### config.mk
export PLATFORM = sky130hd
export DESIGN_NAME = mul8_seq_ctrl_flat
export DESIGN_NICKNAME = d
export VERILOG_FILES = /design/src/rtl/mul8_seq_ctrl_if.sv /design/src/rtl/mul8_seq_ctrl.sv /design/src/flat_wrapper.sv
export SDC_FILE = /design/constraint.sdc
export NUM_CORES = 1
export LEC_CHECK = 0
export ABC_CLOCK_PERIOD_IN_PS = 6840
export BUFFER_PORTS_ARGS = -buffer_cell sky130_fd_sc_hd__buf_2
export CORE_ASPECT_RATIO = 1.5
export CORE_MARGIN = 2
export CORE_UTILIZATION = 59
export CTS_CLUSTER_DIAMETER = 40
export DETAILED_ROUTE_END_ITERATION = 16
export HOLD_SLACK_MARGIN = 0.02
export PLACE_DENSITY = 0.86
export SYNTH_ARGS = -nofsm -noshare
export SYNTH_HDL_FRONTEND = slang
export SYNTH_SLANG_ARGS = --single-unit
export TNS_END_PERCENT = 1
### constraint.sdc
create_clock -name clk -period 6.84 [get_ports clk]
set_input_delay 2.052 -clock clk [delete_from_list [all_inputs] [get_ports clk]]
set_output_delay 2.052 -clock clk [all_outputs]
set_load 0.005 [all_outputs]
### src/rtl/mul8_seq_ctrl_if.sv
// Operand/command and result handshake bundle for the sequential 8x8 multiply controller.
// Both sides use valid/ready: a transfer happens on a rising edge where valid and ready are both high.
interface mul8_seq_ctrl_if #(
  parameter int ACC_W = 20
);
  logic             in_valid;
  logic             in_ready;
  logic [7:0]       in_a;
  logic [7:0]       in_b;
  logic             acc_mode;
  logic             acc_clr;
  logic             out_valid;
  logic             out_ready;
  logic [ACC_W-1:0] result;

  modport master (
    output in_valid, in_a, in_b, acc_mode, acc_clr, out_ready,
    input  in_ready, out_valid, result
  );

  modport slave (
    input  in_valid, in_a, in_b, acc_mode, acc_clr, out_ready,
    output in_ready, out_valid, result
  );
endinterface

### src/rtl/mul8_seq_ctrl.sv
// Time-shares one external 4x4 combinational multiplier to build 8x8 unsigned products
// in four nibble passes, optionally accumulating onto the previous result.
module mul8_seq_ctrl #(
  parameter int ACC_W = 20
) (
  input  logic                clk,
  input  logic                rst_n,
  mul8_seq_ctrl_if.slave      bus,
  output logic [3:0]          mul_m,
  output logic [3:0]          mul_q,
  input  logic [7:0]          mul_p,
  output logic                busy,
  output logic [1:0]          dbg_state
);

  typedef enum logic [1:0] {
    IDLE = 2'd0,
    MUL  = 2'd1,
    DONE = 2'd2
  } state_t;

  state_t           state_q, state_d;
  logic [1:0]       step_q, step_d;
  logic [7:0]       a_q, a_d;
  logic [7:0]       b_q, b_d;
  logic [ACC_W-1:0] acc_q, acc_d;
  logic [ACC_W-1:0] partial;
  logic             in_ready;
  logic             out_valid;

  always_ff @(posedge clk or negedge rst_n) begin
    if (!rst_n) begin
      state_q <= IDLE;
      step_q  <= 2'd0;
      a_q     <= 8'd0;
      b_q     <= 8'd0;
      acc_q   <= '0;
    end else begin
      state_q <= state_d;
      step_q  <= step_d;
      a_q     <= a_d;
      b_q     <= b_d;
      acc_q   <= acc_d;
    end
  end

  always_comb begin
    state_d   = state_q;
    step_d    = step_q;
    a_d       = a_q;
    b_d       = b_q;
    acc_d     = acc_q;
    in_ready  = 1'b0;
    out_valid = 1'b0;
    busy      = 1'b0;
    mul_m     = 4'd0;
    mul_q     = 4'd0;
    partial   = '0;
    unique case (state_q)
      IDLE: begin
        in_ready = 1'b1;
        // An accept wins over acc_clr; acc_mode alone decides the starting value.
        if (bus.in_valid) begin
          a_d     = bus.in_a;
          b_d     = bus.in_b;
          acc_d   = bus.acc_mode ? acc_q : '0;
          step_d  = 2'd0;
          state_d = MUL;
        end else if (bus.acc_clr) begin
          acc_d = '0;
        end
      end
      MUL: begin
        busy = 1'b1;
        unique case (step_q)
          2'd0: begin mul_m = a_q[3:0]; mul_q = b_q[3:0]; partial = ACC_W'(mul_p);       end
          2'd1: begin mul_m = a_q[7:4]; mul_q = b_q[3:0]; partial = ACC_W'(mul_p) << 4; end
          2'd2: begin mul_m = a_q[3:0]; mul_q = b_q[7:4]; partial = ACC_W'(mul_p) << 4; end
          default: begin mul_m = a_q[7:4]; mul_q = b_q[7:4]; partial = ACC_W'(mul_p) << 8; end
        endcase
        acc_d  = acc_q + partial;
        step_d = step_q + 2'd1;
        if (step_q == 2'd3) begin
          state_d = DONE;
        end
      end
      DONE: begin
        out_valid = 1'b1;
        if (bus.out_ready) begin
          state_d = IDLE;
        end
      end
      default: begin
        state_d = IDLE;
      end
    endcase
  end

  assign bus.in_ready  = in_ready;
  assign bus.out_valid = out_valid;
  assign bus.result    = acc_q;
  assign dbg_state     = state_q;

endmodule

### src/flat_wrapper.sv
// flat-port wrapper written by rule: the top's interface ports become plain ports
module mul8_seq_ctrl_flat 
#(
  parameter int ACC_W = 20
)
  (clk, rst_n, mul_m, mul_q, mul_p, busy, dbg_state, bus_in_valid, bus_in_a, bus_in_b, bus_acc_mode, bus_acc_clr, bus_out_ready, bus_in_ready, bus_out_valid, bus_result);
  mul8_seq_ctrl_if #(.ACC_W(ACC_W)) bus_i ();
  input  logic clk;
  input  logic rst_n;
  output logic [3:0] mul_m;
  output logic [3:0] mul_q;
  input  logic [7:0] mul_p;
  output logic busy;
  output logic [1:0] dbg_state;
  input wire logic [$bits(bus_i.in_valid)-1:0] bus_in_valid;
  input wire logic [$bits(bus_i.in_a)-1:0] bus_in_a;
  input wire logic [$bits(bus_i.in_b)-1:0] bus_in_b;
  input wire logic [$bits(bus_i.acc_mode)-1:0] bus_acc_mode;
  input wire logic [$bits(bus_i.acc_clr)-1:0] bus_acc_clr;
  input wire logic [$bits(bus_i.out_ready)-1:0] bus_out_ready;
  output wire logic [$bits(bus_i.in_ready)-1:0] bus_in_ready;
  output wire logic [$bits(bus_i.out_valid)-1:0] bus_out_valid;
  output wire logic [$bits(bus_i.result)-1:0] bus_result;
  assign bus_i.in_valid = bus_in_valid;
  assign bus_i.in_a = bus_in_a;
  assign bus_i.in_b = bus_in_b;
  assign bus_i.acc_mode = bus_acc_mode;
  assign bus_i.acc_clr = bus_acc_clr;
  assign bus_i.out_ready = bus_out_ready;
  assign bus_in_ready = bus_i.in_ready;
  assign bus_out_valid = bus_i.out_valid;
  assign bus_result = bus_i.result;
  mul8_seq_ctrl #(.ACC_W(ACC_W)) u_core (.clk(clk), .rst_n(rst_n), .bus(bus_i), .mul_m(mul_m), .mul_q(mul_q), .mul_p(mul_p), .busy(busy), .dbg_state(dbg_state));
endmodule
==> results of run 1 <==
==> kinds of logic after synthesis <==
group           share of synthesized area (%)
flops                                    35.6
mux                                     0.356
buf+inv                                  4.14
fa+ha+maj                                9.62
compound gates                           25.6
simple gates                             21.6
xor+xnor                                 3.12
==> layout make-up <==
cell class | count | share of cell area, %
Inverter | 9 | 1.04
Multi-Input combinational cell | 278 | 52.1
Sequential cell | 40 | 30.7
Clock inverter | 2 | 1.84
Clock buffer | 5 | 2.11
Tap cell | 64 | 2.46
Timing Repair Buffer | 63 | 9.75
==> synthesized netlist by cell type, types with 6 or more instances <==
cell type	instances	share of area (%)
nand2_1	90	12
dfrtp_1	40	36
clkbuf_1	9	1.2
nand3_1	7	1.2
inv_1	9	1.2
and2_1	10	2.2
a21oi_1	24	4.3
nor2_1	19	2.5
o21ai_0	29	5.2
o21ai_1	6	1.1
ha_1	20	8.9
==> per-stage QoR <==
stage | cells | setup slack [ns] | power [mW] | utilization [%] | hold WS, ns
6_report | 461 | 2.62 | 1.60 | 71.7 | 0.475
5_1_grt | 461 | 2.45 | 1.74 | 71.7 | 0.510
3_5_place_dp | 454 | 2.58 | 1.36 | 68.9 | 0.461
3_3_place_gp | 454 | 2.67 | 1.32 | 68.9 | 0.452
4_1_cts | 461 | 2.62 | 1.59 | 71.7 | 0.480
2_1_floorplan | 341 | 2.89 | 1.12 | - | 0.439
==> final timing paths <==
kind                            cells past startpoint                                 to                       startpoint
worst max-delay path                                3                               busy  u_core.dbg_state[0]$_DFFE_PN0P_
worst min register to register                      2          u_core.a_q[3]$_DFFE_PN0P_        u_core.a_q[3]$_DFFE_PN0P_
worst min-delay path                                2          u_core.a_q[3]$_DFFE_PN0P_        u_core.a_q[3]$_DFFE_PN0P_
min in group asynchronous                           1   u_core.bus.result[1]$_DFFE_PN0P_                            rst_n
worst max register to register                     12  u_core.bus.result[14]$_DFFE_PN0P_     u_core.step_q[1]$_DFFE_PN0P_
max in group asynchronous                           1  u_core.bus.result[14]$_DFFE_PN0P_                            rst_n
==> metal layers <==
| layer | vias to the layer above | global-route usage, % | part of all wire, % |
|---|---|---|---|
| li1 | 1295 | - | - |
| met1 | 1259 | 32.3 | 40 |
| met2 | 98 | 50.5 | 53 |
| met3 | 19 | 4.39 | 5.1 |
| met4 | 0 | 10.5 | 2.6 |
| met5 | - | 0 | 0 |
==> report_power, final <==
group          leakage (nW)  internal [mW]  switching (mW)  total (mW)
clock network        0.0642          0.144          0.0841       0.228
logic                  1.04          0.381           0.585       0.965
registers             0.510          0.335          0.0704       0.406
total                  1.61          0.860           0.739        1.60
==> critical path: stages, from the launching register on <==
cell and delay [ns]:
dfrtp_1 0.45, nand2_1 0.73, inv_1 0.44, buf_2 0.25
==> sequential cells by signal, indices dropped and copies added (netlist names) <==
| register | cells |
|---|---|
| u_core.a_q | 8 |
| u_core.b_q | 8 |
| u_core.bus.result | 20 |
| u_core.dbg_state | 2 |
| u_core.step_q | 2 |
==> key figures, run 1 <==
Clock tree
  • Worst-Skew Late Latency: 0.29 ns
  • Clock root buffer: clkbuf_8
  • H-tree depth: 2
  • Post-cts repair resize count: 0
  • Inserted Clock Buffers: 5
  • # hold bufs at CTS: 0
  • TritonCTS clock tree: yes
  • Clock Path Buffers: 2
  • Clk slew on worst S/H paths: 0.08 ns
  • Setup Fix Bufs, Post-CTS: 0
  • # clock sinks: 40

Logic synthesis
  • Asr flop ratio synth: 100%
  • Yosys reg bits: 40
  • Cell Area, Synth: 0.00281 mm²
  • Post-synth EDFFs: 0
  • Sequential share of the synthesized area: 35.6%
  • Synth Flop Type: dfrtp_1
  • Mean post-synth cell area: 8.24 µm²
  • Syn. warnings: 0
  • Cells after Synth: 341
  • Synth cell types: 53
  • Syn Nets: 392

Route
  • Vias post-DR: 2671
  • DRT antenna net count: 0
  • DRT Pass-1 Iters: 4
  • Initial DRC count: 123
  • Via/cell ratio: 5.79
  • Final wirelength: 6860 µm
  • DRC viols: 0
  • Per-cell routed wire length: 14.9 µm

Layout
  • ANT cells: 0
  • Area Overhead vs Synth: 16.0%
  • Post-route cell area: 0.00326 mm²
  • Most frequent cells in the layout: nand2_1 (90), buf_2 (62), dfrtp_1 (40)
  • Share of layout cells above drive strength 1: 21.2%
  • Area of the multi-input gates: 0.00170 mm²
  • Net total in the final layout: 448
  • Commonest non-fill, non-tap cell in the layout: nand2_1
  • Reg area: 0.00100 mm²
  • Fill count: 375

Timing
  • Fmax: 0.237 GHz
  • Post-route clock period utilization: 61.7%
  • Fin crit period: 4.22 ns
  • Slew HR: 36.2%
  • Unrepaired setup endpoints after global routing: false
  • Max-slew violations: 0
  • Setup TNS: 0 ns
  • # setup viols final: 0
  • Slew @ Worst Pin: 0.955 ns
  • Clock skew: 0.00574 ns
  • Hold Violations, Final: 0

Global route
  • Total track usage: 28.0%
  • First-pass GRT wire length: 11400 µm
  • Initial antenna violation count: 0
  • Overflow after GRT: 0
  • Pin count of the biggest net entering global routing: 41
  • Vias in the first global route: 2638

Floorplanning
  • DIE HEIGHT: 88.5 µm
  • Die Wd: 60.3 µm
  • Starting Density: 61.8%
  • Core area: 0.00454 mm²
  • I/O pins: 63
  • Die Area: 0.00534 mm²
  • Site Rows: 30

Hold path
  • Hold Path Class: reg2reg

Job
  • Max_cap viols: 0

Worst setup path
  • Worst Path Arrival: 2.17 ns
  • Critical Path RT: 4.79 ns
  • Reg2Reg Setup Slack: 3.56 ns
  • CP Capture Type: output pin
  • Crit Path Class: reg2out
  • Setup crit start kind: flop
  • Worst-path fanout max: 29

Run status
  • Status: finished, final reports clean

Placement
  • GPL Wtd Cong: 0.871
  • DP HPWL: 5000 µm
  • IO buf count: 62
  • Post-DP Area: 0.00313 mm²

Pwr
  • VDD IR max: 0.411 mV
  • Lkg Pwr: 1.61 nW
  • Power Dens Cells: 491 mW/mm²
Power figures use the tool's default switching activity.
==> inputs of run 2 (changes only) <==
--- a/config.mk
+++ b/config.mk
@@ -5,15 +5,15 @@
 export SDC_FILE = /design/constraint.sdc
 export NUM_CORES = 1
 export LEC_CHECK = 0
-export ABC_CLOCK_PERIOD_IN_PS = 6840
+export ABC_CLOCK_PERIOD_IN_PS = 3580
 export BUFFER_PORTS_ARGS = -buffer_cell sky130_fd_sc_hd__buf_2
 export CORE_ASPECT_RATIO = 1.5
 export CORE_MARGIN = 2
-export CORE_UTILIZATION = 59
+export CORE_UTILIZATION = 49
 export CTS_CLUSTER_DIAMETER = 40
 export DETAILED_ROUTE_END_ITERATION = 16
 export HOLD_SLACK_MARGIN = 0.02
-export PLACE_DENSITY = 0.86
+export PLACE_DENSITY = 0.76
 export SYNTH_ARGS = -nofsm -noshare
 export SYNTH_HDL_FRONTEND = slang
 export SYNTH_SLANG_ARGS = --single-unit
==> constraint.sdc (replaced) <==
create_clock -name clk -period 3.58 [get_ports clk]
set_input_delay 1.074 -clock clk [delete_from_list [all_inputs] [get_ports clk]]
set_output_delay 1.074 -clock clk [all_outputs]
set_load 0.005 [all_outputs]
==> run 2 against run 1 <==
Compared with the run above:
- worst hold slack improved by 0.0019 ns
- routed wire length rose by 2.5%
- clock skew fell by 0.00088 ns
- first-iteration DRC count rose by 26%
- non-clock buffer count rose by 2
- combinational power rose by 94%
- critical path type is now reg2reg
- critical endpoint is now u_core.bus.result[19]$_DFFE_PN0P_
==> key figures, run 2 (synthesized netlist as in run 1, its figures left out) <==
Worst setup path
  • CP max-delay cell: dfrtp_1 (was nand2_1)
  • Reg2reg end: u_core.bus.result[19]$_DFFE_PN0P_ (was u_core.bus.result[14]$_DFFE_PN0P_)
  • Top delay family on crit path: compound AO/OA/AOI/OAI gates (was simple AND/OR/NAND/NOR gates)
  • CP Capture Type: flop (was output pin)
  • Reg2Reg Setup Slack: 0.49 ns (was 3.56 ns)
  • Worst-path fanout max: 12 (was 29)
  • Crit path buffers/inverters: 2 (unchanged)
  • Worst path max stage delay: 0.42 ns (was 0.73 ns)
  • Critical Path RT: 3.80 ns (was 4.79 ns)
  • Crit Path Class: reg2reg (was reg2out)
  • Most frequent CP cell: ha_1
  • RR Startpoint: u_core.step_q[0]$_DFFE_PN0P_ (was u_core.step_q[1]$_DFFE_PN0P_)
  • Worst Path Arrival: 3.31 ns (was 2.17 ns)
  • CP Cell Sequence: inv_1, ha_1, buf_4, a22oi_1, nor2_1, ha_1, a21oi_1, o211ai_2, a41oi_4, o21ai_2, a31oi_2, mux2i_1 (was nand2_1, inv_1, buf_2)
  • Setup crit start kind: flop (unchanged)
  • R2R cell count: 12 (unchanged)

Job
  • Max_cap viols: 0 (unchanged)

Floorplanning
  • Starting Density: 51.2% (was 61.8%)
  • Core area: 0.00549 mm² (was 0.00454 mm²)
  • Site Rows: 33 (was 30)
  • Die Wd: 65.8 µm (was 60.3 µm)
  • Die Area: 0.00637 mm² (was 0.00534 mm²)
  • I/O pins: 63 (unchanged)
  • DIE HEIGHT: 96.7 µm (was 88.5 µm)

Layout
  • Max reg flops: 20 (unchanged)
  • Final Util: 58.8% (was 71.7%)
  • Net total in the final layout: 450 (was 448)
  • Post-route cell area: 0.00323 mm² (was 0.00326 mm²)
  • Fill count: 520 (was 375)
  • ANT cells: 0 (unchanged)
  • Most frequent cells in the layout: nand2_1 (90), buf_2 (62), dfrtp_1 (40) (unchanged)
  • Share of layout cells above drive strength 1: 21.3% (was 21.2%)
  • Area Overhead vs Synth: 15.0% (was 16.0%)
  • Commonest non-fill, non-tap cell in the layout: nand2_1 (unchanged)

Hold path
  • Min-delay src: u_core.a_q[4]$_DFFE_PN0P_ (was u_core.a_q[3]$_DFFE_PN0P_)
  • Hold Path Depth: 2 (unchanged)
  • Hold Path Sink: u_core.a_q[4]$_DFFE_PN0P_ (was u_core.a_q[3]$_DFFE_PN0P_)
  • Hold Path Class: reg2reg (unchanged)

Clock tree
  • # clock sinks: 40 (unchanged)
  • H-tree depth: 2 (unchanged)
  • Clock root buffer: clkbuf_8 (unchanged)
  • Worst-Skew Late Latency: 0.30 ns (was 0.29 ns)
  • Post-cts repair resize count: 0 (unchanged)
  • Inserted Clock Buffers: 5 (unchanged)
  • TritonCTS clock tree: yes (unchanged)
  • # hold bufs at CTS: 0 (unchanged)
  • Clock Path Buffers: 2 (unchanged)
  • Clk slew on worst S/H paths: 0.08 ns (about the same)
  • Setup Fix Bufs, Post-CTS: 0 (unchanged)

Pwr
  • VDD IR max: 0.633 mV (was 0.411 mV)
  • Lkg Pwr: 1.60 nW (was 1.61 nW)
  • Power Dens Cells: 909 mW/mm² (was 491 mW/mm²)
  • Tot Pwr: 2.94 mW (was 1.60 mW)

Global route
  • Pin count of the biggest net entering global routing: 41 (unchanged)
  • Initial antenna violation count: 0 (unchanged)
  • First-pass GRT wire length: 12000 µm (was 11400 µm)
  • Vias in the first global route: 2637 (was 2638)
  • Total track usage: 23.6% (was 28.0%)
  • Overflow after GRT: 0 (unchanged)

Route
  • Vias post-DR: 2647 (was 2671)
  • Met3 WL: 315 µm (was 350 µm)
  • DRC viols: 0 (unchanged)
  • Post-Route M1 WL: 2850 µm (was 2720 µm)
  • Initial DRC count: 155 (was 123)
  • Via/cell ratio: 5.64 (was 5.79)
  • Max layer used: met4 (unchanged)
  • Per-cell routed wire length: 15.0 µm (was 14.9 µm)
  • DRT antenna net count: 0 (unchanged)
  • DRT Pass-1 Iters: 4 (unchanged)
  • Final wirelength: 7030 µm (was 6860 µm)
  • Met2 routed WL: 3680 µm (was 3600 µm)

Timing
  • Slew @ Worst Pin: 0.913 ns (was 0.955 ns)
  • # setup viols final: 0 (unchanged)
  • Max-slew violations: 0 (unchanged)
  • Hold Violations, Final: 0 (unchanged)
  • Slew HR: 39.1% (was 36.2%)
  • Fin crit period: 3.09 ns
  • Fmax: 0.323 GHz
  • Clock skew: 0.00486 ns (was 0.00574 ns)
  • Unrepaired setup endpoints after global routing: false (unchanged)
  • Setup TNS: 0 ns (unchanged)
  • Post-route clock period utilization: 86.4%

Placement
  • DP HPWL: 5300 µm (was 5000 µm)
  • IO buf count: 62 (unchanged)
  • GPL Wtd Cong: 0.861 (was 0.871)
  • Post-DP Area: 0.00315 mm² (was 0.00313 mm²)

Run status
  • Status: finished, final reports clean (unchanged)
## run 2: cell type report
cell class | instances | area [µm²] | area share (%)
sequential | 40 | 1000 | 31.0
multi-input combinational | 278 | 1700 | 52.5
timing repair buffer | 65 | 333 | 10.3
tap | 70 | 87.6 | 2.71
clock buffer | 6 | 72.6 | 2.25
clock inverter | 1 | 5.00 | 0.155
inverter | 9 | 33.8 | 1.05
## run 2: worst register-to-register path: stages (launching register included)
cell and delay [ns]:
dfrtp_1 0.42, inv_1 0.08, ha_1 0.34, buf_4 0.22, a22oi_1 0.18, nor2_1 0.06, ha_1 0.35, a21oi_1 0.26
o211ai_2 0.17, a41oi_4 0.30, o21ai_2 0.15, a31oi_2 0.28, mux2i_1 0.22
## run 2: worst max-delay path by stage
stage / from / end / cells after the start
2_1_floorplan: mul_p[0] / u_core.bus.result[12]$_DFFE_PN0P_ / 10
5_1_grt: u_core.step_q[0]$_DFFE_PN0P_ / u_core.bus.result[18]$_DFFE_PN0P_ / 12
3_3_place_gp: mul_p[0] / u_core.bus.result[14]$_DFFE_PN0P_ / 11
6_report: u_core.step_q[0]$_DFFE_PN0P_ / u_core.bus.result[19]$_DFFE_PN0P_ / 12
4_1_cts: u_core.step_q[1]$_DFFE_PN0P_ / u_core.bus.result[18]$_DFFE_PN0P_ / 12
3_5_place_dp: mul_p[0] / u_core.bus.result[18]$_DFFE_PN0P_ / 11
## run 2: per-layer routing
metal  vias up  GRT usage, %
li1       1301             -
met1      1259          28.4
met2        72          41.6
met3        15          3.26
met4         0          8.49
met5         -             0
## run 2: through the flow
| stage | instances | setup slack (ns) | hold WS [ns] |
|---|---|---|---|
| floorplan | 341 | 0.606 | 0.439 |
| global placement | 462 | 0.409 | 0.455 |
| detailed placement | 462 | 0.311 | 0.458 |
| CTS | 469 | 0.491 | 0.480 |
| global route | 469 | 0.252 | 0.503 |
| finish | 469 | 0.487 | 0.477 |
## run 2: power by group
group	internal [mW]	total, mW	switching [mW]
Combinational	0.744	1.87	1.12
Clock	0.133	0.288	0.155
Sequential	0.641	0.780	0.139
